**src/rtl/core_instr_encoder.sv**
```systemverilog
// rtl/core_instr_encoder.sv - RV32I field-to-word encoder and instruction-RAM writer
//
// Purpose: accepts decoded RV32I fields over a valid/ready handshake, packs
// them into 32-bit instruction words (R/I/IZ/S/B/U/J formats) and writes the
// words to consecutive instruction-memory word addresses through a two-stage
// pipeline (S1 = captured fields, S2 = encoded word waiting for the memory).
//
// Optional feature: define ENCODER_RANGE_CHECK_EN to reject field sets whose
// immediate does not fit the selected format (dropped, o_err set).
//
// Ports:
//   clk, rst_n                 clock, asynchronous active-low reset
//   i_clear                    synchronous clear of counter, pipeline, flags
//   i_valid / o_ready          field-set handshake
//   i_opcode, i_funct3,
//   i_funct7, i_rd, i_rs1,
//   i_rs2, i_imm               decoded instruction fields
//   o_wr_en / i_wr_ready       memory write handshake
//   o_wr_addr, o_wr_data       word address and encoded instruction
//   o_err                      sticky: a field set was dropped
//   o_wrapped                  sticky: the address counter wrapped

module core_instr_encoder #(
    parameter int ADDR_WIDTH = 12
) (
    input  logic                  clk,
    input  logic                  rst_n,
    input  logic                  i_clear,
    input  logic                  i_valid,
    output logic                  o_ready,
    input  logic [6:0]            i_opcode,
    input  logic [2:0]            i_funct3,
    input  logic [6:0]            i_funct7,
    input  logic [4:0]            i_rd,
    input  logic [4:0]            i_rs1,
    input  logic [4:0]            i_rs2,
    input  logic [31:0]           i_imm,
    output logic                  o_wr_en,
    input  logic                  i_wr_ready,
    output logic [ADDR_WIDTH-1:0] o_wr_addr,
    output logic [31:0]           o_wr_data,
    output logic                  o_err,
    output logic                  o_wrapped
);

    localparam logic [6:0] OP_LUI   = 7'b0110111;
    localparam logic [6:0] OP_AUIPC = 7'b0010111;
    localparam logic [6:0] OP_JAL   = 7'b1101111;
    localparam logic [6:0] OP_JALR  = 7'b1100111;
    localparam logic [6:0] OP_BXXX  = 7'b1100011;
    localparam logic [6:0] OP_LOAD  = 7'b0000011;
    localparam logic [6:0] OP_STORE = 7'b0100011;
    localparam logic [6:0] OP_ALI   = 7'b0010011;
    localparam logic [6:0] OP_ALR   = 7'b0110011;

    typedef enum logic [2:0] {
        FMT_R, FMT_I, FMT_IZ, FMT_S, FMT_B, FMT_U, FMT_J, FMT_UNK
    } fmt_t;

    // S1: captured fields
    logic        s1_valid;
    logic [6:0]  s1_opcode;
    logic [2:0]  s1_funct3;
    logic [6:0]  s1_funct7;
    logic [4:0]  s1_rd;
    logic [4:0]  s1_rs1;
    logic [4:0]  s1_rs2;
    logic [31:0] s1_imm;

    // S2: encoded word awaiting the memory
    logic                  s2_valid;
    logic [31:0]           s2_data;
    logic [ADDR_WIDTH-1:0] addr_cnt;
    logic                  err_q;
    logic                  wrapped_q;

    fmt_t        fmt;
    logic        is_shift;
    logic [31:0] enc_word;
    logic        range_ok;
    logic        drop;
    logic        s1_move;
    logic        wr_done;
    logic        accept;

    always_comb begin
        fmt = FMT_UNK;
        case (s1_opcode)
            OP_LUI, OP_AUIPC: fmt = FMT_U;
            OP_JAL:           fmt = FMT_J;
            OP_JALR, OP_LOAD: fmt = FMT_I;
            OP_BXXX:          fmt = FMT_B;
            OP_STORE:         fmt = FMT_S;
            OP_ALR:           fmt = FMT_R;
            OP_ALI:           fmt = (s1_funct3 == 3'b011) ? FMT_IZ : FMT_I;
            default:          fmt = FMT_UNK;
        endcase
    end

    // Immediate shifts carry funct7 in the upper bits instead of imm[11:5].
    assign is_shift = (s1_opcode == OP_ALI) &&
                      ((s1_funct3 == 3'b001) || (s1_funct3 == 3'b101));

    always_comb begin
        enc_word = 32'h0;
        case (fmt)
            FMT_R:  enc_word = {s1_funct7, s1_rs2, s1_rs1, s1_funct3, s1_rd, s1_opcode};
            FMT_I, FMT_IZ: begin
                if (is_shift)
                    enc_word = {s1_funct7, s1_imm[4:0], s1_rs1, s1_funct3, s1_rd, s1_opcode};
                else
                    enc_word = {s1_imm[11:0], s1_rs1, s1_funct3, s1_rd, s1_opcode};
            end
            FMT_S:  enc_word = {s1_imm[11:5], s1_rs2, s1_rs1, s1_funct3, s1_imm[4:0], s1_opcode};
            FMT_B:  enc_word = {s1_imm[12], s1_imm[10:5], s1_rs2, s1_rs1, s1_funct3,
                                s1_imm[4:1], s1_imm[11], s1_opcode};
            FMT_U:  enc_word = {s1_imm[31:12], s1_rd, s1_opcode};
            FMT_J:  enc_word = {s1_imm[20], s1_imm[10:1], s1_imm[11], s1_imm[19:12],
                                s1_rd, s1_opcode};
            default: enc_word = 32'h0;
        endcase
    end

`ifdef ENCODER_RANGE_CHECK_EN
    // An immediate fits N signed bits when bits [31:N-1] are all equal.
    logic sext12_ok;
    logic sext13_ok;
    logic sext21_ok;

    assign sext12_ok = (s1_imm[31:11] == '0) || (s1_imm[31:11] == '1);
    assign sext13_ok = (s1_imm[31:12] == '0) || (s1_imm[31:12] == '1);
    assign sext21_ok = (s1_imm[31:20] == '0) || (s1_imm[31:20] == '1);

    always_comb begin
        range_ok = 1'b1;
        case (fmt)
            FMT_I:   range_ok = is_shift ? (s1_imm[11:5] == '0) : sext12_ok;
            FMT_IZ:  range_ok = (s1_imm[31:12] == '0);
            FMT_S:   range_ok = sext12_ok;
            FMT_B:   range_ok = sext13_ok && !s1_imm[0];
            FMT_J:   range_ok = sext21_ok && !s1_imm[0];
            FMT_U:   range_ok = (s1_imm[11:0] == '0);
            default: range_ok = 1'b1;
        endcase
    end
`else
    assign range_ok = 1'b1;
`endif

    // A dropped set leaves S1 without needing room in S2.
    assign drop    = (fmt == FMT_UNK) || !range_ok;
    assign wr_done = s2_valid && i_wr_ready;
    assign s1_move = s1_valid && (drop || !s2_valid || i_wr_ready);
    assign o_ready = !i_clear && (!s1_valid || s1_move);
    assign accept  = i_valid && o_ready;

    always_ff @(posedge clk or negedge rst_n) begin
        if (!rst_n) begin
            s1_valid  <= 1'b0;
            s1_opcode <= '0;
            s1_funct3 <= '0;
            s1_funct7 <= '0;
            s1_rd     <= '0;
            s1_rs1    <= '0;
            s1_rs2    <= '0;
            s1_imm    <= '0;
            s2_valid  <= 1'b0;
            s2_data   <= '0;
            addr_cnt  <= '0;
            err_q     <= 1'b0;
            wrapped_q <= 1'b0;
        end else if (i_clear) begin
            s1_valid  <= 1'b0;
            s2_valid  <= 1'b0;
            addr_cnt  <= '0;
            err_q     <= 1'b0;
            wrapped_q <= 1'b0;
        end else begin
            if (wr_done) begin
                addr_cnt <= addr_cnt + 1'b1;
                if (&addr_cnt)
                    wrapped_q <= 1'b1;
            end

            // Refill and drain may happen on the same edge.
            if (s1_move && !drop) begin
                s2_valid <= 1'b1;
                s2_data  <= enc_word;
            end else if (wr_done) begin
                s2_valid <= 1'b0;
            end

            if (s1_move && drop)
                err_q <= 1'b1;

            if (accept) begin
                s1_valid  <= 1'b1;
                s1_opcode <= i_opcode;
                s1_funct3 <= i_funct3;
                s1_funct7 <= i_funct7;
                s1_rd     <= i_rd;
                s1_rs1    <= i_rs1;
                s1_rs2    <= i_rs2;
                s1_imm    <= i_imm;
            end else if (s1_move) begin
                s1_valid <= 1'b0;
            end
        end
    end

    assign o_wr_en   = s2_valid;
    assign o_wr_addr = addr_cnt;
    assign o_wr_data = s2_data;
    assign o_err     = err_q;
    assign o_wrapped = wrapped_q;

endmodule

```
**config.mk**
```make
export PLATFORM = sky130hd
export DESIGN_NAME = core_instr_encoder
export DESIGN_NICKNAME = d
export VERILOG_FILES = /design/src/rtl/core_instr_encoder.sv
export SDC_FILE = /design/constraint.sdc
export NUM_CORES = 1
export LEC_CHECK = 0
export BUFFER_PORTS_ARGS = -buffer_cell sky130_fd_sc_hd__buf_4
export CORE_MARGIN = 2
export CORE_UTILIZATION = 54
export DETAILED_ROUTE_END_ITERATION = 10
export PLACE_DENSITY_LB_ADDON = 0.05
export SKIP_LAST_GASP = 1
export SYNTH_ARGS = -nofsm -noshare
export SYNTH_HDL_FRONTEND = slang
export SYNTH_SLANG_ARGS = --single-unit
```
**constraint.sdc**
```tcl
create_clock -name clk -period 2.6 [get_ports clk]
set_clock_uncertainty 0.1 [all_clocks]
set_input_delay 0.39 -clock clk [delete_from_list [all_inputs] [get_ports clk]]
set_output_delay 0.39 -clock clk [all_outputs]
set_load 0.01 [all_outputs]
```
======== Word-level counts from Yosys, hierarchy flattened ========
Index checks and enable logic that the tools add are counted.
cells by class
  equality and inequality tests ........... 19
  bitwise logic cells ..................... 1
  mux-type cells .......................... 17
  add/sub/neg operators ................... 1
  reductions and logical operators ........ 28
operator list
  kind                                            count
  case mux 32 bit (6 select lines)                1
  2-to-1 mux 32 bit                               1
  2-to-1 mux 12 bit                               2
  == test 7 x 6 -> 1 bit (second input constant)  3
  == test 7 bit (second input constant)           3
  case mux 3 bit (7 select lines)                 1
  == test 3 bit (second input constant)           5
  == test 7 x 5 -> 1 bit (second input constant)  2
  adder 12 x 1 -> 12 bit (second input constant)  1
  AND reduction 12 bit                            1
  2-to-1 mux 1 bit                                11
  == test 3 x 2 -> 1 bit (second input constant)  3
  == test 7 x 2 -> 1 bit (second input constant)  1
  logical AND 1 bit                               7
  == test 3 x 1 -> 1 bit (second input constant)  2
  AND reduction 2 bit                             3
  nonzero test 2 bit                              3
  nonzero test 3 bit                              2
  OR reduction 2 bit                              3
  zero test 1 bit                                 4
  logical OR 1 bit                                4
  zero test 3 bit                                 1
  2-to-1 mux 2 bit                                1
  NOT 1 bit                                       1
storage, ports and cells
  register bits after elaboration ......... 112
  word-level logic and storage cells ...... 79
  input bits .............................. 69
  output and inout bits ................... 48

======== Longest topological paths before layout ========
Gate-level depths: netlist (run 1).
  depth in word-level cells ............... 12
  depth in mapped cells ................... 8
  depth with buffers taken out ............ 6

======== Worst setup path before layout (run 1) ========
OpenSTA, ideal clock, no wires.
  kind .................................... flip-flop to flip-flop
  start point ............................. register s1_opcode[6]
  end point ............................... register s1_imm[11]
  setup time .............................. 125 ps
  arrival time ............................ 1,973 ps
  setup slack ............................. 402 ps
  clock period less this slack ............ 2,198 ps
  cell stages (with the launch flop) ...... 9
  path buffers ............................ 2
  required time ........................... 2,375 ps
  cell sequence ........................... dfrtp_1 > or2_1 > a221oi_1 > or2_0 > buf_4 > a31oi_4 > nand2_4 > buf_6 > mux2_2
between the ends
  word-level cells in the longest chain between the ends .. 11
  elaborated cells between the ends (all ways) .. 20
  those cells by class .................... eq/ne (10); mux (1); reduce/logical (9)
RTL lines
  element                                 RTL line  RTL
  from (decl)                             62        logic [6:0] s1_opcode;
  from (signal assigned)                  198       s1_opcode <= i_opcode;
  == test 7 bit (tied with other cells)   88        case (s1_opcode)
  OR reduction 2 bit                      88
  case mux 3 bit (7 select lines) *       88
  == test 3 bit *                         151       assign drop = (fmt == FMT_UNK) || !range_ok;
  logical OR 1 bit * (2 in a row)         153       assign s1_move = s1_valid && (drop || !s2_valid || i_wr_ready);
  logical AND 1 bit *                     153
  logical OR 1 bit *                      154       assign o_ready = !i_clear && (!s1_valid || s1_move);
  logical AND 1 bit *                     154
  via o_ready                             30        output logic o_ready,
  logical AND 1 bit *                     155       assign accept = i_valid && o_ready;
  AND reduction 2 bit (no source line) *  --
  to (signal assigned)                    204       s1_imm <= i_imm;
  to (decl)                               68        logic [31:0] s1_imm;
Mark *: on every way through the listed nets, which the timed path passes. The rest lies on a longest branch.
A chain may end at the register's enable or synchronous reset.

======== Worst setup path after layout (run 1) ========
  start point ............................. register s1_opcode[6]
  end point ............................... output o_ready
between the ends
  word-level cells in the longest chain between the ends .. 9
  elaborated cells between the ends (all ways) .. 18
  those cells by class .................... eq/ne (10); mux (1); reduce/logical (7)
RTL lines
  element                                RTL line
  == test 7 bit (tied with other cells)  88
  OR reduction 2 bit                     88
  case mux 3 bit (7 select lines) *      88
  == test 3 bit *                        151
  logical OR 1 bit * (2 in a row)        153
  logical AND 1 bit *                    153
  logical OR 1 bit *                     154
  logical AND 1 bit *                    154
  to (decl)                              30
Every way passes the cells marked *; elsewhere a longest branch is shown, timed or not.

==> implementation parameters, run 1 <==
Parameter                              Value

Detailed routing
  Total via count in the routed design ... 3787
  Mean number of vias per cell ... 5.71
  Total wirelength of the detailed-routed design ... 11600 µm
  Post-detailed-route wirelength per cell ... 17.5 µm
  Iter 0 DRT Violations ... 134
  Count of antenna-violating nets left after detailed routing ... 0
  Post-route DRC ... 0
  First-pass DRT Iterations ... 5

Clock network
  Number of buffers inserted during clock tree synthesis ... 9
  CTS tree ... done
  Post-CTS Setup Inserts ... 0
  Worst-case clock buffer depth ... 2
  Total number of H-tree levels ... 3
  CTS sink count ... 112
  Master cell of the clock root buffer ... sky130_fd_sc_hd__clkbuf_8
  Clock-pin slew of the registers on the worst-case setup and hold paths ... 0.11 ns
  Skew-Pair Late Insertion Delay ... 0.38 ns

Critical path
  Register-to-register path setup slack ... 0.21 ns
  Type of destination of the critical path ... output port
  Worst R2R End ... s1_imm[27]$_DFFE_PN0P_
  Data required, critical path ... 2.11 ns
  Category of the worst setup path launch point ... flip-flop
  Crit path arrival time ... 1.96 ns
  Launch instance of the worst register-to-register path ... s1_opcode[6]$_DFFE_PN0P_
  Critical path's slowest cell ... sky130_fd_sc_hd__dfrtp_1
  Logic depth of the worst register-to-register path ... 7
  Critical Setup Path Class ... flip-flop to output port
  Largest fanout on the critical path ... 6
  Cell Chain, Critical Path ... or2_1 -> a221oi_1 -> or2_4 -> a31oi_4 -> buf_4
  Largest stage delay on the critical path ... 0.42 ns

Logic synthesis
  Primary FF master, synth ... sky130_fd_sc_hd__dfrtp_1
  Number of warning messages in the yosys log ... 0
  Synthesized area per cell ... 11.9 µm²
  Synth async-reset ratio ... 100%
  Post-synthesis cell count ... 421
  Net count after synthesis ... 491
  Combined area of all synthesized cells ... 5000 µm²
  Proportion of synthesized chip area in sequential cells ... 56.1%
  Number of register bits inferred by synthesis ... 112
  Number of distinct library cell variants in the gate-level netlist after synthesis ... 52
  Number of synthesized flops with an enable pin ... 0

Timing
  RSZ-0062 raised after global routing ... false
  Max-slew violation count ... 0
  Fraction of the cycle the final worst path needs ... 94.2%
  FMAX ... 0.408 GHz
  Setup-failing EPs final ... 0
  Final total negative setup slack ... 0 ns
  Headroom to the max-slew limit ... 41.4%
  Hold violation total from the final report ... 0
  Actual slew at the worst max-slew pin ... 0.872 ns
  Fin crit period ... 2.45 ns

Die
  Die area ... 10000 µm²
  Die Ht ... 100 µm
  Die width ... 100 µm
  Number of core rows ... 35
  Ports placed on the boundary ... 117
  Initial core utilization ... 54.9%
  Core ar. ... 9110 µm²

Global routing
  Routing usage on met3 ... 3.76%
  Global-route total usage across every layer ... 24.1%
  Vias in the first global route ... 3749
  Global-route met1 utilization ... 32.7%
  Number of antenna violations at the first check in global routing ... 0
  Pin count of the biggest net entering global routing ... 43
  Leftover overflow at the end of global routing ... 0
  First-pass GRT wire length ... 18800 µm
  Global Route met2 Usage ... 39.8%
  Most congested layer reported by global routing ... met2

Worst hold path
  Worst hold endpoint ... s1_imm[14]$_DFFE_PN0P_
  Count of cells along the worst hold path ... 2
  Class of the tightest hold or removal check ... primary input to flip-flop
  Beginning of the worst hold path ... i_imm[14]

Status
  Run status ... completed

Placed design
  DP HPWL ... 8260 µm
  IO Port Bufs ... 116
  Final weighted congestion of routability-driven global placement ... 0.850

Run
  Max-cap check violation count ... 0

Layout
  N_diodes ... 0
  Share of layout cells above drive strength 1 ... 36.1%
  Number of nets at the end of the flow ... 617
  # fillers ... 728
  Layout overhead on the synthesized area ... 25.4%

Power
  Worst vdd rail ir drop ... 0.419 mV
  Leakage power ... 2.93 nW
  Final Power ... 4.55 mW
  Cell Pwr Density ... 725 nW/µm²
-- final cells by class --
cell class / count / area, µm² / share of cell area, %
inverters: 3 / 11.3 / 0.180
flip-flops and latches: 112 / 2800 / 44.7
well taps: 111 / 139 / 2.21
clock buffers: 11 / 141 / 2.25
clock inverters: 5 / 63.8 / 1.02
multi-input cells: 285 / 2050 / 32.7
repair buffers: 136 / 1060 / 16.9
-- worst max path at each step --
stage                                   from                      to  cells after the start
finish              s1_opcode[6]$_DFFE_PN0P_                 o_ready                      5
CTS                 s1_opcode[6]$_DFFE_PN0P_                 o_ready                      5
detailed placement  s1_opcode[6]$_DFFE_PN0P_  s1_imm[27]$_DFFE_PN0P_                      7
global route        s1_opcode[6]$_DFFE_PN0P_                 o_ready                      5
global placement    s1_opcode[6]$_DFFE_PN0P_  s1_imm[22]$_DFFE_PN0P_                      7
floorplan           s1_opcode[6]$_DFFE_PN0P_  s1_imm[11]$_DFFE_PN0P_                      8
-- state kept, by name, summed over array words and instances, names as in the netlist --
signal,count
s1_rd,5
s1_funct7,7
s1_imm,32
o_wr_data,32
o_wr_en,1
o_wrapped,1
s1_rs2,5
s1_valid,1
s1_funct3,3
s1_opcode,7
o_wr_addr,12
s1_rs1,5
o_err,1
-- kinds of logic after synthesis --
kind of cell | Yosys count | share of synthesized area (%)
xor gates and xnor gates | 11 | 1.93
adders and majority gates | 1 | 0.250
DFF | 112 | 56.1
and+or+nand+nor | 141 | 14.1
muxes | 65 | 14.6
AOI/OAI and AO/OA | 67 | 9.99
buffers and inverters | 24 | 3.05
-- worst max-delay path: cells and delay by family (launching register included) --
family          cells  cell delay, ns
compound gates      2            0.50
buf+inv             1            0.18
flops               1            0.42
simple gates        2            0.49
-- layer usage --
metal  part of all wire (%)  vias to the layer above
li1                       -                     1784
met1                     44                     1900
met2                     50                       91
met3                    4.5                       12
met4                    1.3                        0
met5                      0                        -
-- cells in the mapped netlist (2+ instances only) --
library cell	instances	area, µm²
sky130_fd_sc_hd__dfrtp_1	112	2800
sky130_fd_sc_hd__nor2_1	59	221
sky130_fd_sc_hd__mux2_2	36	405
sky130_fd_sc_hd__mux2_1	28	315
sky130_fd_sc_hd__nand3_1	22	110
sky130_fd_sc_hd__nand2_1	21	78.8
sky130_fd_sc_hd__a221oi_1	19	166
sky130_fd_sc_hd__a31oi_1	14	87.6
sky130_fd_sc_hd__a21oi_1	13	65.1
sky130_fd_sc_hd__clkbuf_1	8	30.0
sky130_fd_sc_hd__xor2_1	8	70.1
sky130_fd_sc_hd__and3_1	7	43.8
sky130_fd_sc_hd__buf_6	7	78.8
sky130_fd_sc_hd__o21ai_0	6	30.0
sky130_fd_sc_hd__a222oi_1	5	50.1
sky130_fd_sc_hd__a32oi_1	3	26.3
sky130_fd_sc_hd__and2_1	3	18.8
sky130_fd_sc_hd__nand2b_1	3	18.8
sky130_fd_sc_hd__nand4_1	3	18.8
sky130_fd_sc_hd__xnor2_1	3	26.3
sky130_fd_sc_hd__buf_1	2	7.51
sky130_fd_sc_hd__buf_2	2	10.0
sky130_fd_sc_hd__buf_4	2	15.0
sky130_fd_sc_hd__inv_1	2	7.51
sky130_fd_sc_hd__nand3b_1	2	15.0
sky130_fd_sc_hd__nor2b_1	2	12.5
sky130_fd_sc_hd__nor3_1	2	10.0
sky130_fd_sc_hd__or2_1	2	12.5
sky130_fd_sc_hd__or3_1	2	12.5
-- power by group --
group	internal, mW	switching (mW)
Clock	0.480	0.595
Sequential	2.10	0.241
Combinational	0.617	0.517
Total	3.20	1.35
-- metrics by stage --
step	worst slack (ns)	hold WS (ns)	cell area, µm²	util (%)	std cells
2_1_floorplan	0.402	-0.00559	5000	-	421
3_3_place_gp	0.183	0.252	6050	66.4	646
3_5_place_dp	0.0901	0.251	6050	66.4	646
4_1_cts	0.0867	0.0992	6260	68.8	663
5_1_grt	0.0336	0.104	6270	68.8	663
6_report	0.150	0.117	6270	68.8	663
-- layout by cell type (no fill, tap or decap), types with 3 or more instances in the layout --
cell	instances
sky130_fd_sc_hd__a221oi_1	19
sky130_fd_sc_hd__nand3_1	22
sky130_fd_sc_hd__clkbuf_8	10
sky130_fd_sc_hd__a222oi_1	5
sky130_fd_sc_hd__xor2_1	8
sky130_fd_sc_hd__mux2_2	36
sky130_fd_sc_hd__nor2_1	59
sky130_fd_sc_hd__and2_1	3
sky130_fd_sc_hd__a21oi_1	13
sky130_fd_sc_hd__and3_1	7
sky130_fd_sc_hd__a32oi_1	3
sky130_fd_sc_hd__nand4_1	3
sky130_fd_sc_hd__dfrtp_1	112
sky130_fd_sc_hd__buf_12	3
sky130_fd_sc_hd__mux2_1	28
sky130_fd_sc_hd__xnor2_1	3
sky130_fd_sc_hd__o21ai_0	5
sky130_fd_sc_hd__nand2_1	21
sky130_fd_sc_hd__a31oi_1	14
sky130_fd_sc_hd__buf_4	132
sky130_fd_sc_hd__nand2b_1	3
-- what timing repair did --
action                                  in CTS  in global routing
pin swaps                                    0                  0
gates resized for setup                      1                  3
hold buffers                                 1                  0
endpoints found under the setup margin       1                 11
endpoints found under the hold margin       29                  0
Note: power is estimated with default switching activity, not from simulation.
==> run 2: changes to the inputs <==
Settings changed: GPL_TIMING_DRIVEN from default to 0, RECOVER_POWER from default to 100.
==> implementation parameters, run 2 (synthesis gave the netlist of run 1 again) <==
Parameter                              Value

Status
  Run status ... completed

Clock network
  Number of buffers inserted during clock tree synthesis ... 9 (unchanged)
  CTS sink count ... 112 (unchanged)
  Worst-case clock buffer depth ... 2 (unchanged)
  Master cell of the clock root buffer ... sky130_fd_sc_hd__clkbuf_8
  Skew-Pair Late Insertion Delay ... 0.37 ns (about the same)
  Clock-pin slew of the registers on the worst-case setup and hold paths ... 0.11 ns (about the same)
  Total number of H-tree levels ... 3 (unchanged)
  CTS tree ... done

Layout
  Final std cell area, no fill ... 6060 µm² (-3.3%)
  # fillers ... 764 (+4.9%)
  Layout overhead on the synthesized area ... 21.3%
  Share of layout cells above drive strength 1 ... 27.3% (-8.8 points)
  Utilization of the core after routing ... 66.6% (-2.3 points)
  Most common library cell in the layout ignoring fill and taps ... sky130_fd_sc_hd__dfrtp_1
  N_diodes ... 0 (unchanged)
  Final std cells w/o fill ... 665 (+0.30%)
  Leading cell types in the layout, fill and taps excluded ... sky130_fd_sc_hd__dfrtp_1 (111), sky130_fd_sc_hd__buf_4 (70), sky130_fd_sc_hd__nor2_1 (59), sky130_fd_sc_hd__clkbuf_1 (53), sky130_fd_sc_hd__mux2_2 (36)
  Number of nets at the end of the flow ... 620 (+0.49%)

Timing
  Fin crit period ... 2.47 ns (+0.0184 ns)
  Actual slew at the worst max-slew pin ... 1.08 ns (+0.209 ns)
  Max-slew violation count ... 0 (unchanged)
  Final total negative setup slack ... 0 ns (unchanged)
  Setup-failing EPs final ... 0 (unchanged)
  Setup slack after layout ... 0.132 ns (-0.0184 ns)
  FMAX ... 0.405 GHz (-0.75%)
  Hold violation total from the final report ... 0 (unchanged)
  Fraction of the cycle the final worst path needs ... 94.9% (+0.71 points)
  Worst slack on hold paths ... 0.119 ns (+0.00270 ns)
  Headroom to the max-slew limit ... 27.9% (-14 points)

Critical path
  Register-to-register path setup slack ... 0.14 ns (-0.07 ns)
  Largest fanout on the critical path ... 8 (+2)
  Type of destination of the critical path ... output port
  Critical Setup Path Class ... flip-flop to output port
  Data required, critical path ... 2.11 ns (about the same)
  Category of the worst setup path launch point ... flip-flop
  Logic depth of the worst register-to-register path ... 8 (+1)
  Crit path arrival time ... 1.98 ns (+0.02 ns)
  Launch instance of the worst register-to-register path ... s1_opcode[3]$_DFFE_PN0P_
  Worst R2R End ... o_wr_data[31]$_DFFE_PN0P_

Placed design
  Placement-stage worst setup slack ... -0.00778 ns (-0.0979 ns)
  Placed inst area ... 6000 µm² (-0.77%)
  IO Port Bufs ... 115 (-0.86%)
  DP HPWL ... 8250 µm (-0.13%)
  Final weighted congestion of routability-driven global placement ... 0.839 (-1.4%)
  Number of cells in the design after placement ... 647 (+0.15%)

Die
  Initial core utilization ... 54.9% (unchanged)
  Core ar. ... 9110 µm² (unchanged)
  Die Ht ... 100 µm (unchanged)
  Number of core rows ... 35 (unchanged)
  Ports placed on the boundary ... 117 (unchanged)
  Die area ... 10000 µm² (unchanged)
  Die width ... 100 µm (unchanged)

Worst hold path
  Count of cells along the worst hold path ... 2 (unchanged)
  Beginning of the worst hold path ... i_imm[29]
  Class of the tightest hold or removal check ... primary input to flip-flop
  Worst hold endpoint ... s1_imm[29]$_DFFE_PN0P_

Power
  Leakage power ... 2.70 nW (-7.7%)
  Cell Pwr Density ... 699 nW/µm² (-3.6%)
  Worst vdd rail ir drop ... 0.372 mV (-11%)
  Final Power ... 4.24 mW (-6.8%)

Detailed routing
  Post-detailed-route wirelength per cell ... 18.0 µm (+2.9%)
  Mean number of vias per cell ... 5.81 (+1.6%)
  Total via count in the routed design ... 3861 (+2.0%)
  Total wirelength of the detailed-routed design ... 12000 µm (+3.2%)
  Count of antenna-violating nets left after detailed routing ... 0 (unchanged)
  Iter 0 DRT Violations ... 191 (+43%)
  First-pass DRT Iterations ... 5 (unchanged)
  Post-route DRC ... 0 (unchanged)

Run
  Max-cap check violation count ... 0 (unchanged)

Global routing
  Global-route met1 utilization ... 33.7% (+1.1 points)
  Global-route total usage across every layer ... 24.7% (+0.61 points)
  First-pass GRT wire length ... 19200 µm (+2.0%)
  Number of antenna violations at the first check in global routing ... 0 (unchanged)
  Leftover overflow at the end of global routing ... 0 (unchanged)
  Vias in the first global route ... 3819 (+1.9%)
  Global Route met2 Usage ... 39.0% (-0.77 points)
  Routing usage on met3 ... 5.78% (+2.0 points)
  Pin count of the biggest net entering global routing ... 113 (+160%)
  Most congested layer reported by global routing ... met2
[run 2: cell types whose count changed in the layout (fill, tap and decap cells not counted), moves of 2 or more]
cell	change
sky130_fd_sc_hd__buf_12	-3
sky130_fd_sc_hd__buf_2	+2
sky130_fd_sc_hd__clkbuf_1	+52
sky130_fd_sc_hd__clkbuf_2	+4
sky130_fd_sc_hd__buf_6	+7
sky130_fd_sc_hd__buf_4	-62
[run 2: what timing repair did]
| action | in CTS | in global routing |
|---|---|---|
| pin swaps | 0 | 1 |
| resized for setup | 1 | 14 |
| hold buffers | 0 | 1 |
| setup endpoints to repair | 1 | 39 |
| hold endpoints to repair | 0 | 41 |
| buffers inserted | 0 | 1 |
[run 2: area by class of cell]
class / count / area, µm² / share of cell area, %
Inverter: 3 / 11.3 / 0.186
Buffer: 21 / 149 / 2.46
Clock inverter: 5 / 40.0 / 0.660
Tap cell: 111 / 139 / 2.29
Timing Repair Buffer: 118 / 729 / 12.0
Sequential cell: 112 / 2800 / 46.2
Multi-Input combinational cell: 285 / 2060 / 34.0
Clock buffer: 10 / 128 / 2.10
[run 2: metal layers]
metal  vias to the layer above  routed length [µm]
met2                       116                5880
li1                       1795                   -
met4                         0                 209
met3                        18                 684
met5                         -                   0
met1                      1932                5220
[run 2: worst max-delay path by stage]
stage          cells past startpoint  slack, ns                   endpoint                     start
6_report                           6       0.13                    o_ready  s1_opcode[3]$_DFFE_PN0P_
5_1_grt                            6     -0.004  o_wr_data[21]$_DFFE_PN0P_  s1_opcode[4]$_DFFE_PN0P_
4_1_cts                            8       0.04  o_wr_data[10]$_DFFE_PN0P_  s1_opcode[6]$_DFFE_PN0P_
3_5_place_dp                       8     -0.008  o_wr_data[29]$_DFFE_PN0P_  s1_opcode[6]$_DFFE_PN0P_
3_3_place_gp                       8      0.007  o_wr_data[29]$_DFFE_PN0P_  s1_opcode[6]$_DFFE_PN0P_
2_1_floorplan                      8       0.40     s1_imm[11]$_DFFE_PN0P_  s1_opcode[6]$_DFFE_PN0P_
[run 2: report_power, final]
group	internal [mW]	leakage, nW	total, mW	switching [mW]
Combinational	0.443	1.24	0.963	0.520
Sequential	2.10	1.38	2.33	0.232
Clock	0.354	0.0871	0.947	0.593
[run 2: critical path, cell delays in order (launching register included)]
cell                       delay [ns]
sky130_fd_sc_hd__dfrtp_2         0.47
sky130_fd_sc_hd__nand3b_4        0.23
sky130_fd_sc_hd__nor4_4          0.33
sky130_fd_sc_hd__or2_0           0.16
sky130_fd_sc_hd__buf_4           0.15
sky130_fd_sc_hd__a31oi_4         0.10
sky130_fd_sc_hd__buf_4           0.17
